==> src/rtl/fsm_pkt_checker_param_pkg.sv <==
// Shared definitions for the packet-stream checker: one-hot state encoding and state width.
package fsm_pkt_checker_param_pkg;

  localparam int STATE_WIDTH = 5;

  typedef enum logic [STATE_WIDTH-1:0] {
    IDLE      = 5'b00001,
    FIRST_PKT = 5'b00010,
    REG_PKT   = 5'b00100,
    F_ERR     = 5'b01000,
    SEQ_ERR   = 5'b10000
  } state_t;

  function automatic logic is_err_state(input state_t s);
    return (s == F_ERR) || (s == SEQ_ERR);
  endfunction

endpackage

==> src/rtl/fsm_pkt_checker_param_sat_counter.sv <==
// Saturating up-counter with synchronous active-high reset; holds at all-ones.
module sat_counter #(
  parameter int WIDTH = 8
) (
  input  logic             clk,
  input  logic             reset,
  input  logic             inc,
  output logic [WIDTH-1:0] count
);

  // NOTE: sequential state is always assigned with <= so every flop samples pre-edge values.
  always_ff @(posedge clk) begin
    if (reset)
      count <= '0;
    else if (inc && (count != '1))
      count <= count + WIDTH'(1);
  end

endmodule

==> src/rtl/fsm_pkt_checker_param.sv <==
// Packet-stream checker: validates header and rolling sequence number of each valid word,
// forwards good words with one clock of latency, and counts good words and errors.
module fsm_pkt_checker_param
  import fsm_pkt_checker_param_pkg::*;
#(
  parameter int                   BUS_WIDTH   = 16,
  parameter int                   HDR_WIDTH   = 4,
  parameter logic [HDR_WIDTH-1:0] HDR_PATTERN = 4'hF,
  parameter int                   SEQ_WIDTH   = 4,
  parameter int                   SEQ_LSB     = 8,
  parameter bit                   STICKY_ERR  = 1'b0,
  parameter int                   CNT_WIDTH   = 8
) (
  input  logic                   clk,
  input  logic                   reset,
  input  logic [BUS_WIDTH-1:0]   data_in,
  input  logic                   data_valid,
  output logic [BUS_WIDTH-1:0]   data_out,
  output logic                   data_out_valid,
  output logic [STATE_WIDTH-1:0] state,
  output logic [STATE_WIDTH-1:0] nxt_state,
  output logic                   error,
  output logic                   nxt_error,
  output logic [CNT_WIDTH-1:0]   pkt_count,
  output logic [CNT_WIDTH-1:0]   err_count
);

  state_t               state_q;
  state_t               state_d;
  logic [SEQ_WIDTH-1:0] seq_ref;
  logic [SEQ_WIDTH-1:0] seq_expect;
  logic [SEQ_WIDTH-1:0] seq_field;
  logic                 hdr_ok;
  logic                 seq_ok;
  logic                 good_word;
  logic                 bad_word;

  assign seq_field  = data_in[SEQ_LSB +: SEQ_WIDTH];
  assign seq_expect = seq_ref + SEQ_WIDTH'(1);
  assign hdr_ok     = (data_in[BUS_WIDTH-1 -: HDR_WIDTH] == HDR_PATTERN);
  assign seq_ok     = (seq_field == seq_expect);

  // NOTE: every always_comb output gets a default first, so no path can infer a latch.
  always_comb begin
    state_d   = state_q;
    good_word = 1'b0;
    bad_word  = 1'b0;
    if (reset) begin
      state_d = IDLE;
    end else if (data_valid) begin
      unique case (state_q)
        IDLE:
          state_d = hdr_ok ? FIRST_PKT : F_ERR;
        FIRST_PKT, REG_PKT:
          if (!hdr_ok)      state_d = F_ERR;
          else if (!seq_ok) state_d = SEQ_ERR;
          else              state_d = REG_PKT;
        F_ERR, SEQ_ERR:
          if (STICKY_ERR)   state_d = state_q;
          else              state_d = hdr_ok ? FIRST_PKT : F_ERR;
        default:
          state_d = IDLE;
      endcase
      good_word = (state_d == FIRST_PKT) || (state_d == REG_PKT);
      bad_word  = is_err_state(state_d);
    end
  end

  assign nxt_state = state_d;
  assign nxt_error = is_err_state(state_d);
  assign state     = state_q;

  always_ff @(posedge clk) begin
    if (reset) begin
      state_q        <= IDLE;
      error          <= 1'b0;
      data_out       <= '0;
      data_out_valid <= 1'b0;
      seq_ref        <= '0;
    end else begin
      state_q        <= state_d;
      error          <= nxt_error;
      data_out_valid <= good_word;
      if (good_word) begin
        data_out <= data_in;
        seq_ref  <= seq_field;
      end
    end
  end

  sat_counter #(.WIDTH(CNT_WIDTH)) u_pkt_cnt (
    .clk   (clk),
    .reset (reset),
    .inc   (good_word),
    .count (pkt_count)
  );

  sat_counter #(.WIDTH(CNT_WIDTH)) u_err_cnt (
    .clk   (clk),
    .reset (reset),
    .inc   (bad_word),
    .count (err_count)
  );

endmodule

==> config.mk <==
export PLATFORM = sky130hd
export DESIGN_NAME = fsm_pkt_checker_param
export DESIGN_NICKNAME = d
export VERILOG_FILES = /design/src/rtl/fsm_pkt_checker_param_pkg.sv /design/src/rtl/fsm_pkt_checker_param_sat_counter.sv /design/src/rtl/fsm_pkt_checker_param.sv
export SDC_FILE = /design/constraint.sdc
export NUM_CORES = 1
export LEC_CHECK = 0
export ABC_AREA = 1
export BUFFER_PORTS_ARGS = -buffer_cell sky130_fd_sc_hd__buf_2
export CAP_MARGIN = 10
export CORE_AREA = 2 2 69 71
export CTS_CLUSTER_DIAMETER = 120
export DETAILED_ROUTE_END_ITERATION = 10
export DIE_AREA = 0 0 71 73
export HOLD_SLACK_MARGIN = 0.1
export MAX_ROUTING_LAYER = met4
export PLACE_DENSITY = 0.73
export SKIP_CTS_REPAIR_TIMING = 1
export SYNTH_ARGS = -nofsm -noshare
export SYNTH_HDL_FRONTEND = slang
export SYNTH_SLANG_ARGS = --single-unit
==> constraint.sdc <==
create_clock -name clk -period 1.7 [get_ports clk]
set_input_delay 0.17 -clock clk [delete_from_list [all_inputs] [get_ports clk]]
set_output_delay 0.17 -clock clk [all_outputs]
set_load 0.005 [all_outputs]
Word-level counts from Yosys, hierarchy flattened
Cells that the tools add are included.
{"block": "classes", "add_sub_neg": 3, "n_mul": 0, "div_mod_pow": 0, "magnitude_cmp": 0, "eq_ne": 15, "shifts": 0, "n_mux": 12, "bitwise": 0, "n_reduce_logical": 7}
{"cell": "2-to-1 mux 5 bit", "n": 6}
{"cell": "adder 8 x 1 -> 8 bit, second input constant", "n": 2}
{"cell": "!= test 8 bit, second input constant", "n": 2}
{"cell": "== test 5 x 4 -> 1 bit, second input constant", "n": 3}
{"cell": "== test 5 bit, second input constant", "n": 3}
{"cell": "== test 5 x 2 -> 1 bit, second input constant", "n": 2}
{"cell": "== test 5 x 3 -> 1 bit, second input constant", "n": 2}
{"cell": "one-hot mux 5 bit (2 select lines)", "n": 1}
{"cell": "== test 5 x 1 -> 1 bit, second input constant", "n": 1}
{"cell": "adder 4 x 1 -> 4 bit, second input constant", "n": 1}
{"cell": "== test 4 bit", "n": 1}
{"cell": "== test 4 bit, second input constant", "n": 1}
{"cell": "2-to-1 mux 1 bit", "n": 4}
{"cell": "2-to-1 mux 4 bit", "n": 1}
{"cell": "logical OR 1 bit", "n": 3}
{"cell": "OR reduction 3 bit", "n": 1}
{"cell": "logical AND 1 bit", "n": 2}
{"cell": "OR reduction 2 bit", "n": 1}
{"block": "word_totals", "reg_bits": 43, "latchBits": 0, "mem_bits_rw": 0, "rom_bits": 0, "inputBits": 19, "output_inout_bits": 45, "elab_cells": 44, "mem_count": 0}

Depth between registers and ports, before layout
{"block": "logic_depth", "ltp_word": 12, "mapped_depth": 14, "ltp_nobuf": 14}

Hierarchy
From an unflattened synthesis, not the netlist that was laid out.
{"block": "unflattened", "hier_cells": 308, "hier_area_um2": 2090.8}
{"module": "fsm_pkt_checker_param", "instances": 1, "cells_per_inst": 154, "area_per_inst_um2": 1122.3, "seq_area_each_um2": 460.4}
{"module": "sat_counter", "instances": 2, "cells_per_inst": 77, "area_per_inst_um2": 484.2, "seq_area_each_um2": 160.2}

Worst setup path before layout
Ideal clock, no wire load.
{"block": "synth_path", "path_kind": "register to register", "startpoint": "register, netlist name data_out[8]", "endpoint": "register data_out[11]", "setup_ns": 0.114, "arrival_time_ns": 1.606, "required_time_ns": 1.586, "setup_slack_ns": -0.020, "path_stages_with_launch": 12, "path_buffers": 2, "period_less_slack_ns": 1.720, "cell_sequence": "dfxtp_1 ha_1 xnor2_1 nand2_1 nor2_4 nand3_2 nand2_2 nand2_2 buf_6 buf_6 nand3_1 nand2_1"}
{"element": "end signal, assigned", "line_no": "fsm_pkt_checker_param.sv:85", "rtl": "data_out <= data_in;"}
{"element": "end, declared", "line_no": "fsm_pkt_checker_param.sv:18", "rtl": "output logic [BUS_WIDTH-1:0] data_out,"}

==> run metrics <==
status complete, but fails checks; violated checks negative setup slack; setup_tns -1570 ps; first-pass GRT wire length ~7000 um; critical path required time around 1500 ps; CP Max Fanout 3; Slowest-stage cell, CP dfxtp_2; post-placement cell count between 300 and 400; H-tree levels 2; Mapped Cells between 200 and 300; Startpoint Class register; CTS Buf Count 5; Worst slew margin between 80 and 90%; type of the worst min-delay path input pin to register; row count 25; crit path from data_out[9]; Critical Path Max Stage Delay between 300 and 400 ps; total number of vias 2013; # fillers around 400; critical path type register to output port; leak pwr ~1.4 nW; Starting Density 42.3%; clk_skew 4.28 ps; worst r2r path cells 12; initial antenna violation count 0; Pwr per Cell Area 656 nW/um^2; gr usage total between 10% and 20%; initial DRC count 96; EDFF count, synth 0; fmax slightly above 500 MHz; share of cells above drive strength 1 between 40% and 50%; via/cell ratio 4.80; Root Driver clkbuf_8; count of cell types in the netlist 26; Mapped Area between 1500 and 2000 um^2; DP HPWL approximately 3100 um; area of the multi-input gates between 1000 and 1500 um^2; final wirelength 4820 um; flop-to-flop setup slack -130 ps; CTS tree yes; clock slew at the register clock pins of the worst setup and hold paths 80 ps; largest net degree at the start of global routing 23; crit path cell chain ha_4 -> xnor2_2 -> nand2_2 -> nor2_4 -> nand2_1 -> nand2_1 -> nand2_1 -> nand2_2 -> inv_2 -> nor2_4 -> nor3_2 -> buf_2; Tcrit/Tclk final 117%; WP data arrival ~1800 ps; setup violators final 22; I/O Buffers 63; Final min period 1990 ps; sequential element share of the synthesized area slightly above 40%; crit path capture type output port; max cap viols 0; Pre-antenna DRT Iters 4; YS warnings 0; vias in the first global route ~1600; grt ovf 0; Hold Fails Final Rpt 0; gpl congestion just under 0.9; Die Footprint approximately 5200 um^2; CORE AREA between 4000 and 5000 um^2; CTS Buffer Depth 2; DP Worst Slack -142 ps; final setup margin -288 ps; Async SR Flop Fraction 0%; die extent in x about 70 um; r2r startpoint data_out[9]; Seq. cell area 791 um^2; synthesis-to-layout area growth 44.5%; final net count ~390; Vert. Die Dim roughly 73 um; CP endpoint nxt_error; commonest register cell after synthesis dfxtp_1; Pins Over Slew Limit 0; non-filler cells, final roughly 420; clk sinks 39; Clock Latency Late Sink 290 ps; Worst path most repeated cell nand2_1; I/O pin cnt 64; Worst R2R End u_pkt_cnt.count[0]; RSZ-0062 raised after global routing true; DRC 0; remaining antenna violation count 0; FF+latch count, synth 39; syn_area_per_cell around 7 um^2; Worst Tran Pin Value 286 ps; Mapped Nets 298; Ant. Diodes 0; VDD IR-drop max around 0.00047 V; DR WL/cell between 10 and 15 um
placed cells by master, fill, tap and decap left out, types with 2 or more instances in the layout:
| cell type | n |
|---|---|
| inv_2 | 9 |
| buf_6 | 6 |
| nor2_1 | 17 |
| ha_1 | 2 |
| a21oi_2 | 6 |
| inv_1 | 27 |
| nand2_1 | 73 |
| nand3_1 | 20 |
| dlygate4sd3_1 | 8 |
| nand2_4 | 3 |
| nand4_1 | 6 |
| a21oi_1 | 9 |
| buf_2 | 63 |
| nand2_2 | 11 |
| o21ai_0 | 6 |
| buf_4 | 9 |
| dfxtp_1 | 33 |
| o21ai_2 | 2 |
| xnor2_1 | 4 |
| nand3_2 | 8 |
| dfxtp_2 | 5 |
| nor2_4 | 4 |
| clkinvlp_4 | 2 |
| nor3_1 | 4 |
| xor2_1 | 4 |
| o21ai_1 | 2 |
| nor2_2 | 5 |
| clkbuf_8 | 5 |
layout make-up:
| class | count | share of cell area (%) |
|---|---|---|
| Tap cell | 54 | 2.44 |
| Multi-Input combinational cell | 194 | 40.6 |
| Timing Repair Buffer | 88 | 20.4 |
| Clock buffer | 5 | 2.48 |
| Sequential cell | 39 | 28.5 |
| Inverter | 36 | 4.87 |
| Clock inverter | 3 | 0.722 |
stage by stage:
step / hold slack, ps / utilization (%) / instance area [um^2] / power [mW]
after floorplan: 266 / - / 1920 / 1.07
after global placement: 363 / 51.6 / 2340 / 1.15
after detailed placement: 368 / 51.6 / 2340 / 1.15
after CTS: 54.3 / 53.6 / 2430 / 1.77
after global routing: 138 / 61.1 / 2770 / 1.90
final: 115 / 61.1 / 2770 / 1.82
critical path, delay by kind of cell (launching register included):
kind | cells | cell delay (ps)
fa+ha+maj | 1 | 240
buf+inv | 2 | 180
simple gates | 8 | 620
xor+xnor | 1 | 160
flops | 1 | 340
report_power, final:
part           internal [mW]  switching, mW  total (mW)
Sequential             0.929         0.0145       0.944
Combinational          0.117          0.134       0.251
Clock                  0.285          0.339       0.624
Total                   1.33          0.488        1.82
registers in the layout, indices dropped and copies added (netlist names):
register	count
u_pkt_cnt.count	8
state	5
data_out_valid	1
error	1
u_err_cnt.count	8
data_out	16
how the worst min path moves through the flow:
| stage | cells past startpoint | end | slack, ps | from |
|---|---|---|---|---|
| CTS | 3 | data_out[7] | 50 | data_in[7] |
| finish | 3 | data_out[8] | 110 | data_in[8] |
| detailed placement | 3 | data_out[7] | 370 | data_in[7] |
| floorplan | 1 | state[1] | 270 | data_valid |
| global placement | 3 | data_out[7] | 360 | data_in[7] |
| global route | 3 | data_out[8] | 140 | data_in[8] |
layer usage:
metal | track usage [%] | vias up | wire length (um)
li1 | - | 1054 | -
met1 | 20.3 | 906 | 2070
met2 | 28.5 | 47 | 2440
met3 | 4.56 | 6 | 235
met4 | 6.92 | 0 | 68
met5 | - | - | 0
cells by family after synthesis:
logic type | Yosys count | synth area share (%)
buf+inv | 43 | 9.32
flops | 39 | 40.7
xor+xnor | 9 | 4.11
fa+ha+maj | 3 | 1.96
simple gates | 155 | 36.0
compound gates | 27 | 7.89
cells in the mapped netlist, types with 2 or more instances:
| cell type | n | share of area (%) |
|---|---|---|
| xnor2_1 | 5 | 2.3 |
| nand3_1 | 28 | 7.3 |
| buf_6 | 2 | 1.2 |
| nand4_1 | 6 | 2.0 |
| nor3_1 | 5 | 1.3 |
| nand2_1 | 82 | 16 |
| a21oi_1 | 15 | 3.9 |
| o21ai_2 | 2 | 0.91 |
| ha_1 | 3 | 2.0 |
| nor2_4 | 2 | 1.2 |
| dfxtp_1 | 39 | 41 |
| buf_2 | 2 | 0.52 |
| nor2_1 | 23 | 4.5 |
| clkbuf_1 | 2 | 0.39 |
| inv_1 | 33 | 6.5 |
| xor2_1 | 4 | 1.8 |
| nand2_2 | 5 | 1.6 |
| inv_2 | 3 | 0.59 |
| o21ai_0 | 8 | 2.1 |
Note: power is estimated with default switching activity, not from simulation.
